==> config.mk <==
export PLATFORM = sky130hd
export DESIGN_NAME = data_sync
export DESIGN_NICKNAME = d
export VERILOG_FILES = /design/src/rtl/data_sync_pkg.sv /design/src/rtl/data_sync_bit_sync.sv /design/src/rtl/data_sync.sv
export SDC_FILE = /design/constraint.sdc
export NUM_CORES = 1
export LEC_CHECK = 0
export CAP_MARGIN = 40
export CORE_AREA = 3 3 48 50
export DETAILED_ROUTE_END_ITERATION = 12
export DIE_AREA = 0 0 51 53
export SYNTH_ARGS = -nofsm -noshare
export SYNTH_HDL_FRONTEND = slang
export SYNTH_SLANG_ARGS = --single-unit
==> constraint.sdc <==
create_clock -name CLK -period 3 [get_ports CLK]
set_clock_uncertainty 0.2 [all_clocks]
set_input_delay 0.3 -clock CLK [delete_from_list [all_inputs] [get_ports CLK]]
set_output_delay 0.3 -clock CLK [all_outputs]
set_load 0.01 [all_outputs]
==> src/rtl/data_sync_pkg.sv <==
// -----------------------------------------------------------------------------
// data_sync_pkg
//   Shared defaults for the enable-qualified multi-bit CDC synchronizer.
//   Only the control bit crosses through a flop chain. The data bus is
//   sampled once that control bit is stable in the destination domain.
// -----------------------------------------------------------------------------
package data_sync_pkg;

  // Flops in the enable synchronizer chain. Two is the usual MTBF minimum.
  localparam int unsigned DATA_SYNC_STAGES_DEFAULT    = 2;

  // Width of the crossing data bus.
  localparam int unsigned DATA_SYNC_BUS_WIDTH_DEFAULT = 8;

endpackage : data_sync_pkg

==> src/rtl/data_sync_bit_sync.sv <==
// -----------------------------------------------------------------------------
// bit_sync
//   Single-bit multi-flop synchronizer. It can be reused for any level
//   signal that enters the CLK domain from an unrelated clock.
//
// Ports
//   CLK      in   destination clock, rising edge
//   RST      in   synchronous active-high reset; clears the whole chain
//   async_i  in   asynchronous level input
//   sync_o   out  synchronized level; NUM_STAGES edges of latency
// -----------------------------------------------------------------------------
module bit_sync
  import data_sync_pkg::*;
#(
  // Must be at least 2; the shift below needs a second stage to exist.
  parameter int unsigned NUM_STAGES = DATA_SYNC_STAGES_DEFAULT
) (
  input  logic CLK,
  input  logic RST,
  input  logic async_i,
  output logic sync_o
);

  // Bit 0 samples the asynchronous input and may go metastable.
  // Every later bit gives one more cycle for it to resolve.
  logic [NUM_STAGES-1:0] sync_q;

  // NOTE: sequential state uses non-blocking (<=) so every stage samples the
  // value its neighbour held before this edge; blocking would collapse the
  // chain into a single flop.
  always_ff @(posedge CLK) begin
    if (RST) begin
      sync_q <= '0;
    end else begin
      sync_q <= {sync_q[NUM_STAGES-2:0], async_i};
    end
  end

  assign sync_o = sync_q[NUM_STAGES-1];

endmodule : bit_sync

==> src/rtl/data_sync.sv <==
// -----------------------------------------------------------------------------
// data_sync
//   Receive side of a multi-bit clock-domain crossing. The source holds
//   unsync_bus stable and raises bus_enable. Only bus_enable is synchronized.
//   A rising edge on the synchronized enable gives a one-cycle enable_pulse.
//   The same edge loads unsync_bus into the sync_bus register. unsync_bus is
//   quiet by then, so sampling the whole bus at once is safe.
//
// Ports
//   CLK           in   destination clock, rising edge
//   RST           in   synchronous active-high reset
//   bus_enable    in   asynchronous level, high while unsync_bus is valid
//   unsync_bus    in   asynchronous data, stable while bus_enable is high
//   enable_pulse  out  registered one-cycle strobe: sync_bus just updated
//   sync_bus      out  registered data, holds its value between loads
//
// Latency: bus_enable sampled high at edge k gives enable_pulse=1 and the
// new sync_bus after edge k+NUM_STAGES. No input reaches an output
// combinationally.
// -----------------------------------------------------------------------------
module data_sync
  import data_sync_pkg::*;
#(
  parameter int unsigned NUM_STAGES = DATA_SYNC_STAGES_DEFAULT,
  parameter int unsigned BUS_WIDTH  = DATA_SYNC_BUS_WIDTH_DEFAULT
) (
  input  logic                 CLK,
  input  logic                 RST,
  input  logic                 bus_enable,
  input  logic [BUS_WIDTH-1:0] unsync_bus,
  output logic                 enable_pulse,
  output logic [BUS_WIDTH-1:0] sync_bus
);

  logic                 sync_out;
  logic                 pulse_q;
  logic                 pulse_comb;
  logic                 enable_pulse_q;
  logic [BUS_WIDTH-1:0] sync_bus_q;
  logic [BUS_WIDTH-1:0] sync_bus_d;

  // --- Enable synchronizer ---------------------------------------------------
  bit_sync #(
    .NUM_STAGES (NUM_STAGES)
  ) u_enable_sync (
    .CLK     (CLK),
    .RST     (RST),
    .async_i (bus_enable),
    .sync_o  (sync_out)
  );

  // --- Rising-edge detector --------------------------------------------------
  // pulse_q is the previous synchronized enable. A level held high gives
  // exactly one pulse. A falling edge gives none.
  always_ff @(posedge CLK) begin
    if (RST) begin
      pulse_q <= 1'b0;
    end else begin
      pulse_q <= sync_out;
    end
  end

  assign pulse_comb = sync_out & ~pulse_q;

  // --- Output mux ------------------------------------------------------------
  // The bus is loaded only on the detected edge. Between edges the register
  // recirculates its own value, so changes on unsync_bus are ignored.
  always_comb begin
    // NOTE: assigning a default first means every path writes sync_bus_d,
    // so no latch is inferred when the load condition is false.
    sync_bus_d = sync_bus_q;
    if (pulse_comb) begin
      sync_bus_d = unsync_bus;
    end
  end

  // --- Output registers ------------------------------------------------------
  // NOTE: the data register is reset as well. Downstream logic then sees a
  // defined all-zero bus before the first transfer, not power-up garbage.
  always_ff @(posedge CLK) begin
    if (RST) begin
      enable_pulse_q <= 1'b0;
      sync_bus_q     <= '0;
    end else begin
      enable_pulse_q <= pulse_comb;
      sync_bus_q     <= sync_bus_d;
    end
  end

  assign enable_pulse = enable_pulse_q;
  assign sync_bus     = sync_bus_q;

endmodule : data_sync

# Word level (Yosys, flattened, before mapping)
# Index checks and enable logic that the tools add are counted.
# totals
input_bits	11
wordCells	6
register_bits	12
out_inout_bits	9
# op_classes
n_bitwise	2
# ops
operator	count
$and 1x1->1	1
$not 1->1	1

# Depth between registers and ports, before layout
# Gate-level depths: netlist of run 1.
# logic_depth
ltp_word	2
mapped_depth	3

# Hierarchy
# Synthesis of run 1 repeated with hierarchy kept, for this count alone.
# hier_totals
hier_cells	42
hier_area_um2	461.7
# by_module_without_submodules
mod	area_per_inst_um2	seq_area_each_um2	n_inst	cells_each
data_sync	409.1	200.2	1	38
bit_sync	52.6	40.0	1	4

# Worst setup path before layout of run 1
# OpenSTA, ideal clock, no wires.
# synth_timing
kind	register -> register
from	register u_enable_sync.sync_q[1]
to	register sync_bus_q[0], in the netlist sync_bus[0]
t_arrival_ns	0.714
setup_slack_ns	1.968
path_buffers	0
setup_ns	0.118
period_less_slack_ns	1.032
required_ns	2.682
stages_incl_launch_ff	3
cell_sequence	dfxtp_1 > and2b_4 > o21ai_1
# synth_via
elab_chain_len	1
# synth_lines
element	line_no	rtl
from (decl)	data_sync_bit_sync.sv:26	logic [NUM_STAGES-1:0] sync_q;
from (signal assigned)	data_sync_bit_sync.sv:35	sync_q <= {sync_q[NUM_STAGES-2:0], async_i};
$and 1x1->1	data_sync.sv:63	assign pulse_comb = sync_out & ~pulse_q;
to (signal assigned)	data_sync.sv:86	sync_bus_q <= sync_bus_d;
to (decl)	data_sync.sv:39	logic [BUS_WIDTH-1:0] sync_bus_q;
# Every way passes these cells.
# A chain may end at the register's enable or synchronous reset.

# Final worst setup path of run 1
# layout_timing
from	register sync_bus_q[6], in the netlist sync_bus[6]
to	output sync_bus[6]
# layout_rtl
element	line_no	rtl
to (decl)	data_sync.sv:32	output logic [BUS_WIDTH-1:0] sync_bus
# No word-level cell between the ends.

==> results of run 1 <==
-- where the power goes --
part / switching (uW) / internal (uW) / total, uW
clock: 55.7 / 73.7 / 129
combinational: 11.2 / 25.9 / 37.1
sequential: 4.06 / 165 / 169
-- per-stage QoR --
| step | hold WS (ps) | area, um2 | setup slack (ps) | util |
|---|---|---|---|---|
| 2_1_floorplan | 167 | 475 | 1970 | - |
| 3_3_place_gp | 225 | 688 | 1330 | 0.354 |
| 3_5_place_dp | 222 | 688 | 1290 | 0.354 |
| 4_1_cts | 241 | 724 | 1340 | 0.373 |
| 5_1_grt | 272 | 724 | 1290 | 0.373 |
| 6_report | 238 | 724 | 1360 | 0.373 |
-- Yosys cell counts --
cell type  count
o21ai_1        8
dfxtp_1       12
and2b_4        1
nand2b_1       8
and2b_1        1
nor2b_1        2
nand4bb_1      8
buf_6          1
nor2b_4        1
-- registers in the layout (all words and copies together), names as in the netlist --
register and count:
sync_bus 8, u_enable_sync.sync_q 2, enable_pulse 1, pulse_q 1
-- path summary, 6_finish.rpt --
check        cells after the start                 endpoint  slack (ps)
max reg2reg                      2              sync_bus[2]        1800
max                              1              sync_bus[6]        1360
min                              1  u_enable_sync.sync_q[1]         240
min reg2reg                      1  u_enable_sync.sync_q[1]         240
-- layout make-up --
class                      count  share of cell area
sequential                    12               0.332
multi-input combinational     29               0.309
timing repair buffer          19               0.263
clock buffer                   4              0.0501
tap                           27              0.0466
-- layer usage --
metal	vias to the layer above	global-route usage	wire length [um]
li1	195	-	-
met1	169	0.0940	459
met2	14	0.116	410
met3	0	0.0423	77
met4	0	0.0673	0
met5	-	0	0
-- cell families after synthesis --
family | after synthesis
compound gates | 8
buf+inv | 1
flops | 12
simple gates | 21
-- cells in the final DEF (no fill, tap or decap), drive strengths merged --
cell type / Yosys / routed
nand4bb: 8 / 8
o21ai: 8 / 8
clkbuf: 0 / 4
nor2b: 3 / 3
and2b: 2 / 2
dfxtp: 12 / 12
nand2b: 8 / 8
clkdlybuf4s50: 0 / 19
==> flow_summary.yaml, run 1 <==
worst_hold_path:
  hold_class: "reg -> reg"
  worstHoldStart: "u_enable_sync.sync_q[0]"
timing:
  fin_crit_sh: 0.547
  max_freq_ghz: 0.609
  worstMarginPinSlew_ps: 528
  relSlewSlack: 0.647
  setup_viol: 0
  drv_slew: 0
  rsz0062_at_grt: "no"
  fin_crit_ps: 1640
  hold_viol: 0
  setup_tns_ps: 0
yosys:
  ys_types: 9
  yosysSeqAreaShare: 0.505
  synth_top_family_by_area: "simple AND/OR/NAND/NOR gates"
  synth_adder_area_share: 0
  synth-compound-area-share: 0.0842
  yosys.area.top_type: "dfxtp_1"
  synthesis.nets: 53
  netlist_top_cells_area: "dfxtp_1 (51%), nand4bb_1 (19%), nand2b_1 (11%), o21ai_1 (8.4%), nor2b_4 (2.9%)"
  ys_ff_latch: 12
  synth_area_um2: 475
  syn_avg_cell_area_um2: 11.3
  synth_top_area_frac: 0.505
  ys_warn_count: 0
  synthSimpleGateAreaFrac: 0.387
  syn-instance-count: 42
  synth-xor-area-share: 0
  synth.area.mux_share: 0
worst_setup_path:
  crit_fanout: 2
  critPathTopFamily: "buffers and inverters"
  crit_buf_inv: 1
  cpPeakStageDelay_ps: 540
  slowest_stage: "clkdlybuf4s50_1"
  required_ps: 2500
  criticalPathCategory: "reg -> out"
  end_kind: "primary output"
  startpoint: "sync_bus[6]"
  critPathLaunchType: "flop"
  r2r-start: "u_enable_sync.sync_q[1]"
  path_cells: "clkdlybuf4s50_1"
  cp.arrival_ps: 1140
global_routing:
  grt_max_degree: 20
  grtUsageTotal: 0.0832
  overflow: 0
  grt_pass1_vias: 366
  antenna_found_initial: 0
  grt_first_pass_wirelength_mm: 1.57
detailed_routing:
  avgRoutedWirePerCell_um: 10.4
  drc: 0
  vias_per_cell: 4.15
  num_vias: 378
  routed_wl_um: 947
  postRouteAntennaNets: 0
  dr.pass1.iters: 3
  drt_iter0_drc: 3
clocking:
  post_cts_buffers: 0
  cts_tree: "built"
  cts_max_level: 1
  cts_made_buffers: 3
  clkLatencyLatePin_ps: 270
  clk_path_buf_depth: 2
  cts_root_buffer: "clkbuf_4"
  cts.sinks: 12
  cts-resized-gates: 0
  path_clk_slew_ps: 80
  holdBufCountCts: 0
flow_run:
  maxCapViolations: 0
power_and_ir_drop:
  p_leak_uw: 0.000247
  ir_drop_mv: 0.226
  finalPower_uw: 335
  power_per_cell_area_nw_per_um2: 463
floorplanning:
  fp.dieH_um: 53
  initial_core_util: 0.245
  die_area_um2: 2700
  dieWidth_um: 51
  io_pins: 20
  core_um2: 1940
  row_count: 16
cells_and_area:
  final_cells: 91
  drive_gt1_frac: 0.0938
  fillers: 203
  antenna_cells_inserted: 0
  nNetsFinal: 76
  layout.area.seq_um2: 240
  multiInputGateArea_um2: 224
  syn_to_final_growth_pct: 52.4
placement:
  dp.cells: 87
  hpwl_um: 663
  globalplace.congestion: 0.585
  port_buffers: 19
status:
  status: "finished, final reports clean"
(Power assumes the default switching activity.)
==> run 2, diff against run 1 <==
==> constraint.sdc (replaced) <==
create_clock -name CLK -period 1.35 [get_ports CLK]
set_clock_uncertainty 0.2 [all_clocks]
set_input_delay 0.135 -clock CLK [delete_from_list [all_inputs] [get_ports CLK]]
set_output_delay 0.135 -clock CLK [all_outputs]
set_load 0.01 [all_outputs]
==> run 2 against run 1 <==
Effect of this change: first-iteration DRC count stayed put; final cell count up 3.3%; wire length is 0.21% lower; hold slack got worse by 21 ps; clock power rose by 120%; global-route usage down 0.13 points; critical path depth stayed put; total power grew 120%; setup slack got worse by 1200 ps; largest cell class unchanged; largest power group unchanged; highest routed layer unchanged.
==> flow_summary.yaml, run 2 (same netlist as run 1, synthesis figures left out) <==
timing:
  max_freq_ghz: 0.819
  worstMarginPinSlew_ps: 256
  fin_ws_ps: 130
  fin_crit_ps: 1220
  rsz0062_at_grt: "no"
  setup_tns_ps: 0
  relSlewSlack: 0.829
  hold_viol: 0
  fin_crit_sh: 0.904
  drv_slew: 0
  setup_viol: 0
worst_setup_path:
  crit_fanout: 2
  criticalPathCategory: "reg -> out"
  critPathLaunchType: "flop"
  cp.arrival_ps: 890
  required_ps: 1010
  crit_buf_inv: 1
  slowest_stage: "dfxtp_1"
  end_kind: "primary output"
  path_cells: "dlygate4sd2_1"
  critPathTopFamily: "flip-flops"
  rrSetupSlack_ps: 220
  cpPeakStageDelay_ps: 350
global_routing:
  grtUsageTotal: 0.0819
  antenna_found_initial: 0
  grt-busiest-layer: "met2"
  grt_pass1_vias: 387
  grt_max_degree: 13
  grt.met1_usage: 0.102
  overflow: 0
  grt_first_pass_wirelength_mm: 1.65
  grtUsageMet3: 0.0254
  use_met2: 0.127
detailed_routing:
  drt_iter0_drc: 3
  num_vias: 381
  dr.pass1.iters: 4
  routed_wl_um: 945
  postRouteAntennaNets: 0
  drc: 0
  avgRoutedWirePerCell_um: 10.1
  vias_per_cell: 4.05
placement:
  globalplace.congestion: 0.653
  hpwl_um: 720
  port_buffers: 19
  detailedPlace.worstSlack_ps: 66.4
floorplanning:
  core_um2: 1940
  dieWidth_um: 51
  row_count: 16
  die_area_um2: 2700
  fp.dieH_um: 53
  io_pins: 20
  initial_core_util: 0.245
cells_and_area:
  layout_commonest_cell: "dfxtp_1"
  final_cell_mix: "dfxtp_1 (12), clkdlybuf4s50_1 (10), dlygate4sd2_1 (9)"
  largest_register_ffs: 8
  fillers: 211
  syn_to_final_growth_pct: 54.7
  drive_gt1_frac: 0.134
  nNetsFinal: 79
  antenna_cells_inserted: 0
clocking:
  path_clk_slew_ps: 80
  clk_path_buf_depth: 2
  post_cts_buffers: 0
  cts_root_buffer: "clkbuf_4"
  cts_tree: "built"
  clkLatencyLatePin_ps: 260
  cts_max_level: 1
  cts.sinks: 12
  cts_made_buffers: 3
status:
  status: "finished, final reports clean"
worst_hold_path:
  hold_class: "in -> reg"
flow_run:
  maxCapViolations: 0
power_and_ir_drop:
  ir_drop_mv: 0.397
  p_leak_uw: 0.000303
  power_per_cell_area_nw_per_um2: 1000
## run 2: per-layer routing
layer  routed length [um]  share of wire
met1                  444           0.47
met3                   71          0.075
met5                    0              0
met2                  428           0.45
met4                    0              0
## run 2: stage by stage
step / instances / instance area [um2] / util / power (uW) / hold WS [ps]
detailed placement: 90 / 711 / 0.366 / 473 / 238
finish: 94 / 736 / 0.379 / 737 / 217
global placement: 90 / 711 / 0.366 / 472 / 237
floorplan: 42 / 475 / - / 415 / 1.94
global route: 94 / 736 / 0.379 / 773 / 227
CTS: 94 / 736 / 0.379 / 749 / 211
## run 2: path summary, 6_finish.rpt
check | startpoint | end | depth (start not counted)
worst max register to register | pulse_q | sync_bus[7] | 2
worst max-delay path | sync_bus[7] | sync_bus[7] | 1
worst min register to register | u_enable_sync.sync_q[0] | u_enable_sync.sync_q[1] | 1
worst min-delay path | bus_enable | u_enable_sync.sync_q[0] | 2
## run 2: timing repair
| action | in CTS | in global routing |
|---|---|---|
| hold buffers | 0 | 0 |
| gates resized for setup | 9 | 0 |
| setup endpoints to repair | 9 | 0 |
## run 2: cell type report
| type | count | area, um2 | area share |
|---|---|---|---|
| clock buffers | 4 | 36.3 | 0.0493 |
| multi-input cells | 29 | 224 | 0.304 |
| flip-flops and latches | 12 | 240 | 0.327 |
| well taps | 27 | 33.8 | 0.0459 |
| repair buffers | 22 | 201 | 0.274 |
## run 2: where the power goes
part,internal [uW],switching [uW]
combinational,56.5,26.4
sequential,366,7.87
clock,164,117
total,586,151
==> run 3, diff against run 2 <==
--- a/config.mk
+++ b/config.mk
@@ -12,3 +12,4 @@
 export SYNTH_ARGS = -nofsm -noshare
 export SYNTH_HDL_FRONTEND = slang
 export SYNTH_SLANG_ARGS = --single-unit
+export TNS_END_PERCENT = 5
==> results of run 3 <==
Final layout, timing and power as in run 2 (identical DEF).
